File: config.mk
export PLATFORM = sky130hd
export DESIGN_NAME = bsg_cgol_ctrl
export DESIGN_NICKNAME = d
export VERILOG_FILES = /design/src/rtl/bsg_cgol_ctrl.sv
export SDC_FILE = /design/constraint.sdc
export NUM_CORES = 1
export LEC_CHECK = 0
export ABC_AREA = 0
export ABC_CLOCK_PERIOD_IN_PS = 1500
export CAP_MARGIN = 20
export CORE_ASPECT_RATIO = 0.8
export CORE_MARGIN = 5
export CORE_UTILIZATION = 31
export DETAILED_ROUTE_END_ITERATION = 8
export GPL_ROUTABILITY_DRIVEN = 0
export GPL_TIMING_DRIVEN = 0
export HOLD_SLACK_MARGIN = 0.15
export PLACE_DENSITY = 0.86
export SLEW_MARGIN = 20
export SYNTH_ARGS = -nofsm -noshare
export SYNTH_HDL_FRONTEND = slang
export SYNTH_SLANG_ARGS = --single-unit
File: constraint.sdc
create_clock -name clk_i -period 1.5 [get_ports clk_i]
set_input_delay 0.15 -clock clk_i [delete_from_list [all_inputs] [get_ports clk_i]]
set_output_delay 0.15 -clock clk_i [all_outputs]
set_load 0.01 [all_outputs]
File: src/rtl/bsg_cgol_ctrl.sv
// Game-of-Life board controller: loads an initial board into the cell array,
// enables a bounded number of generations, then presents the result to the host.
module bsg_cgol_ctrl #(
   parameter int unsigned board_width_p     = 8,
   parameter int unsigned max_game_length_p = 1024,
   localparam int unsigned num_cells_lp      = board_width_p * board_width_p,
   localparam int unsigned frame_width_lp    = $clog2(max_game_length_p + 1)
) (
   input  logic                      clk_i,
   input  logic                      reset_i,
   input  logic                      v_i,
   input  logic [num_cells_lp-1:0]   data_i,
   input  logic [frame_width_lp-1:0] frames_i,
   output logic                      ready_o,
   output logic                      v_o,
   output logic [num_cells_lp-1:0]   data_o,
   input  logic                      yumi_i,
   output logic                      update_o,
   output logic [num_cells_lp-1:0]   update_val_o,
   output logic                      en_o,
   input  logic [num_cells_lp-1:0]   cell_data_i
);

   typedef enum logic [1:0] {
      IDLE = 2'd0,
      LOAD = 2'd1,
      RUN  = 2'd2,
      DONE = 2'd3
   } state_e;

   localparam logic [frame_width_lp-1:0] max_frames_lp = frame_width_lp'(max_game_length_p);

   state_e                    r_state;
   state_e                    w_state_nxt;
   logic [frame_width_lp-1:0] r_cnt;
   logic [frame_width_lp-1:0] w_cnt_nxt;
   logic [num_cells_lp-1:0]   r_board;
   logic [num_cells_lp-1:0]   w_board_nxt;
   logic [frame_width_lp-1:0] w_frames_clamped;

   assign w_frames_clamped = (frames_i > max_frames_lp) ? max_frames_lp : frames_i;
   assign update_val_o     = r_board;
   assign data_o           = cell_data_i;

   // State, frame counter and latched board
   always_ff @(posedge clk_i) begin
      if (reset_i) begin
         r_state <= IDLE;
         r_cnt   <= '0;
         r_board <= '0;
      end else begin
         r_state <= w_state_nxt;
         r_cnt   <= w_cnt_nxt;
         r_board <= w_board_nxt;
      end
   end

   // Next-state and output decode; reset masks every handshake/strobe output
   always_comb begin
      w_state_nxt = r_state;
      w_cnt_nxt   = r_cnt;
      w_board_nxt = r_board;
      ready_o     = 1'b0;
      v_o         = 1'b0;
      update_o    = 1'b0;
      en_o        = 1'b0;
      case (r_state)
         IDLE: begin
            ready_o = 1'b1;
            if (v_i) begin
               w_board_nxt = data_i;
               w_cnt_nxt   = w_frames_clamped;
               w_state_nxt = LOAD;
            end
         end
         LOAD: begin
            update_o    = 1'b1;
            w_state_nxt = (r_cnt != '0) ? RUN : DONE;
         end
         RUN: begin
            en_o      = 1'b1;
            w_cnt_nxt = r_cnt - frame_width_lp'(1);
            if (r_cnt <= frame_width_lp'(1)) begin
               w_state_nxt = DONE;
            end
         end
         DONE: begin
            v_o = 1'b1;
            if (yumi_i) begin
               w_state_nxt = IDLE;
            end
         end
         default: w_state_nxt = IDLE;
      endcase
      if (reset_i) begin
         ready_o  = 1'b0;
         v_o      = 1'b0;
         update_o = 1'b0;
         en_o     = 1'b0;
      end
   end

endmodule

After elaboration in Yosys (flattened, before gate mapping)
Index checks and enable logic that the tools add are counted.
- register bits after elaboration: 77
- latch bits: 0
- RAM bits: 0
- memory bits (read-only): 0
- input bits: 143
- output and inout bits: 132
- logic and storage cells: 34
- memories: 0
- add/subtract/negate cells: 1
- multiply operators: 0
- divide/modulo/power cells: 0
- order comparisons: 2
- equality and inequality tests: 6
- shift operators: 0
- multiplexer cells: 16
- bitwise operators: 0
- reduce and logical (&&, ||, !) cells: 6
- operators by type and width (operator ; number):
    $mux W11 ; 2
    $pmux W11 S2 ; 1
    $gt A11 B11 Y1 const B ; 1
    $le A11 B1 Y1 const B ; 1
    $reduce_bool A11 Y1 ; 1
    $sub A11 B1 Y11 const B ; 1
    $mux W1 ; 9
    $pmux W2 S4 ; 1
    $mux W2 ; 3
    $ne A2 B2 Y1 const B ; 3
    $eq A2 B2 Y1 const B ; 2
    $reduce_and A2 Y1 ; 2
    $reduce_and A3 Y1 ; 1
    $eq A2 B1 Y1 const B ; 1
    $logic_not A2 Y1 ; 1
    $reduce_bool A2 Y1 ; 1

Logic depth before layout (Yosys ltp)
- word-level depth: 4
- gate-level depth with buffers: 7
- mapped depth without buffers: 6

Least setup slack after synthesis
No wires, ideal clock.
- kind: reg-to-reg
- start: reg r_state[0]
- end: reg r_board[0], in the netlist update_val_o[0]
- library setup time: 0.070 ns
- data arrival time: 1.583 ns
- data required time: 1.430 ns
- path slack: -0.153 ns
- cell stages (with the launch flop): 8
- clock period less this slack: 1.653 ns
- cells stage by stage: dfxtp_1 > inv_1 > ha_1 > nand2_1 > clkbuf_1 > buf_1 > nand2_1 > a21oi_1
- cells in the longest elaborated chain, start to end: 2
- RTL lines (what ; RTL line ; text):
    start, declared ; 33 ; state_e r_state;
    start signal, assigned ; 52 ; r_state <= w_state_nxt;
    $logic_not A2 Y1 ; 67 ; case (r_state)
    $reduce_and A2 Y1 (no line) ; - ;
    end signal, assigned ; 54 ; r_board <= w_board_nxt;
    end, declared ; 37 ; logic [num_cells_lp-1:0] r_board;
Every way passes these cells.
A chain may end at the register's enable or synchronous reset.

Worst setup path after layout
- start: reg r_cnt[8]
- end: reg r_state[0]
- cells in the longest elaborated chain, start to end: 3
- elaborated cells between the ends (all ways): 6
- RTL lines (what ; RTL line ; text):
    start, declared ; 35 ; logic [frame_width_lp-1:0] r_cnt;
    start signal, assigned ; 53 ; r_cnt <= w_cnt_nxt;
    $le A11 B1 Y1 / $reduce_bool A11 Y1 (equally long branches) ; 83, 78 ;
    $ne A2 B2 Y1 (no line) / $mux W1 (equally long branches) ; - ;
    $reduce_and A3 Y1 (no line) / $pmux W2 S4 (equally long branches) ; - ;
Parallel ways exist; a longest one is shown, timed or not.

==> impl_metrics.tcl <==
set metrics [dict create \
    reg2reg_depth 4 \
    yosysTopAreaCell "dfxtp_1" \
    n_antenna_cell 0 \
    leakage_uw 0.00277 \
    async_flop_share 0 \
    initial_core_util 0.316 \
    grt_pass1_wl_mm 18.2 \
    worstSkewPairLatency_ps 330 \
    h-tree-depth 3 \
    timing.rr.start "r_cnt[8]" \
    setup_ws_ps -174 \
    die_w_um 131 \
    yosysWarningCount 0 \
    drc 0 \
    cpPeakStageDelay_ps 400 \
    fin_nets 850 \
    area_growth_pct 92.3 \
    cp.arrival_ps 1890 \
    start_kind "flop" \
    die_area_sq_mm 0.0140 \
    cts_tree "built" \
    ff2ff_setup_slack_ps -170 \
    endpoint_kind "flop" \
    cts_sinks 77 \
    ys_seq_elements 77 \
    critPathRequiredTime_ps 1720 \
    power_density_mw_per_mm2 1500 \
    r2r_end "r_state[0]" \
    fp.coreArea_sq_mm 0.0115 \
    hold_slack_ps 275 \
    vdd_drop_max_uv 766 \
    critPathKind "flop to flop" \
    grt_overflow 0 \
    failed_checks "setup timing" \
    clock-skew-final_ps 4.35 \
    netlist_area_sq_mm 0.00363 \
    startpoint "r_cnt[8]" \
    slew_headroom 0.583 \
    cts_root_buf "clkbuf_16" \
    synth_cell_types 42 \
    post-route-period-util 1.12 \
    cp_slowest_cell "or3_4" \
    portBuffers 209 \
    die_h_um 107 \
    grt_usage 0.166 \
    cp-endpoint "r_state[0]" \
    period_needed_ps 1670 \
    io_pins 275 \
    synth_area_leaders "dfxtp_1 42%, nand2_1 14%, buf_4 13%" \
    finalSetupTns_ps -596 \
    fmax_ghz 0.597 \
    ant_nets 0 \
    via_count 4013 \
    yosysMostFrequentCell "nand2_1" \
    synthesis.nets 616 \
    synthCells 466 \
    cts-buffers-inserted 9 \
    total_power_uw 10400 \
    grt_antenna_before_repair 0 \
    yosys.area.top_type_share 0.425 \
    drv_cap 0 \
    clkSlewWorstSetupHoldPaths_ps 60 \
    synth_edf_count 0 \
    cts_buffer_depth 2 \
    finalSetupViolations 9 \
    grt_max_degree 14 \
    hold_class "input pin to flop" \
    ctsHoldBuffers 0 \
    num_rows 35 \
    rsz0062_at_grt "true" \
    hold_viol 0 \
    worst_pin_slew_ps 626 \
    grt_pass1_vias 3573 \
    routed_via_density 4.70 \
    ys_seq_area_frac 0.425 \
    path_buf_inv 0 \
    dp_hpwl_mm 9.84 \
    crit_family "compound AO/OA/AOI/OAI gates" \
    drive_gt1_frac 0.281 \
    drtIter0Drc 164 \
    critPathMaxFanout 5 \
    first_pass_iters 5 \
    avgRoutedWirePerCell_um 16.1 \
    ys.flop_type "dfxtp_1" \
    drv_slew 0 \
    drt-total-wl_mm 13.7 \
    status "finished with violations" \
    synth_common_cells "138 x nand2_1, 77 x dfxtp_1, 73 x a21oi_1" \
    syn_area_per_cell_sq_um 7.78 \
    crit_cells 4 \
    worstPathCellList "or3_4, o41ai_4, a21oi_1, a311oi_1" \
]
==> worst reg2reg max path: stages (launching register included) <==
cell,delay (ps)
dfxtp_4,370
or3_4,400
o41ai_4,400
a21oi_1,110
a311oi_1,290
==> sequential cells by signal, indices dropped and copies added (netlist names) <==
name          cells
update_val_o     64
r_cnt            11
r_state           2
==> area by class of cell <==
class,count,area [sq um]
buffer,90,724
clock buffer,11,253
clock inverter,5,81.3
fill,970,4500
inverter,8,37.5
multi-input combinational,291,1850
sequential,77,1560
tap,148,185
timing repair buffer,223,2290
==> per-layer routing <==
layer,GRT usage,routed length [um],up-vias
met4,0.0308,82,0
met5,0,0,-
li1,-,-,1965
met2,0.285,6980,178
met1,0.200,5380,1861
met3,0.0608,1260,9
==> stage by stage <==
step	setup WS [ps]	area [sq um]	utilization	std cells
after floorplan	0.661	3670	-	466
after global placement	-536	5950	0.518	823
after detailed placement	-545	5950	0.518	823
after CTS	-134	6390	0.557	840
after global routing	-280	6980	0.608	853
final	-174	6980	0.608	853
==> layout by cell type, fill, tap and decap left out, types with 4 or more instances in the layout <==
master / synthesis / layout
clkdlybuf4s50_1: 0 / 202
buf_2: 0 / 4
buf_4: 64 / 72
a21oi_1: 73 / 48
a21oi_2: 0 / 25
clkbuf_16: 0 / 15
nand2_1: 138 / 118
ha_1: 7 / 4
o21ai_0: 8 / 6
nand3_1: 7 / 6
clkbuf_1: 22 / 8
nand2_2: 0 / 9
dfxtp_1: 77 / 71
nand2_4: 0 / 11
a211oi_1: 4 / 4
buf_8: 0 / 6
nor2_1: 6 / 5
inv_1: 8 / 5
==> timing repair <==
item,in CTS,in global routing
pin swaps,3,32
setup buffers,1,6
gates resized for setup,51,118
cloned,0,7
setup endpoints to repair,80,66
==> worst min-delay path by stage <==
stage	startpoint	endpoint	slack, ps	cells past startpoint
4_1_cts	data_i[12]	update_val_o[12]	350	3
6_report	frames_i[3]	r_cnt[3]	280	4
3_3_place_gp	update_val_o[34]	update_val_o[34]	440	2
2_1_floorplan	data_i[0]	update_val_o[0]	290	2
5_1_grt	frames_i[3]	r_cnt[3]	300	4
3_5_place_dp	update_val_o[59]	update_val_o[59]	450	2
==> cell families after synthesis <==
kind of cell,Yosys count,share of synthesized area
simple gates,175,0.202
compound gates,107,0.176
flops,77,0.425
mux,2,0.00586
buf+inv,98,0.168
fa+ha+maj,7,0.0241
==> report_power, final <==
| part | internal, uW | switching (uW) | total [uW] | leakage [uW] |
|---|---|---|---|---|
| Sequential | 2470 | 314 | 2790 | 0.000634 |
| Combinational | 2750 | 2500 | 5250 | 0.00197 |
| Clock | 1550 | 846 | 2400 | 0.000162 |
| Total | 6770 | 3660 | 10400 | 0.00277 |
(Power assumes the default switching activity.)
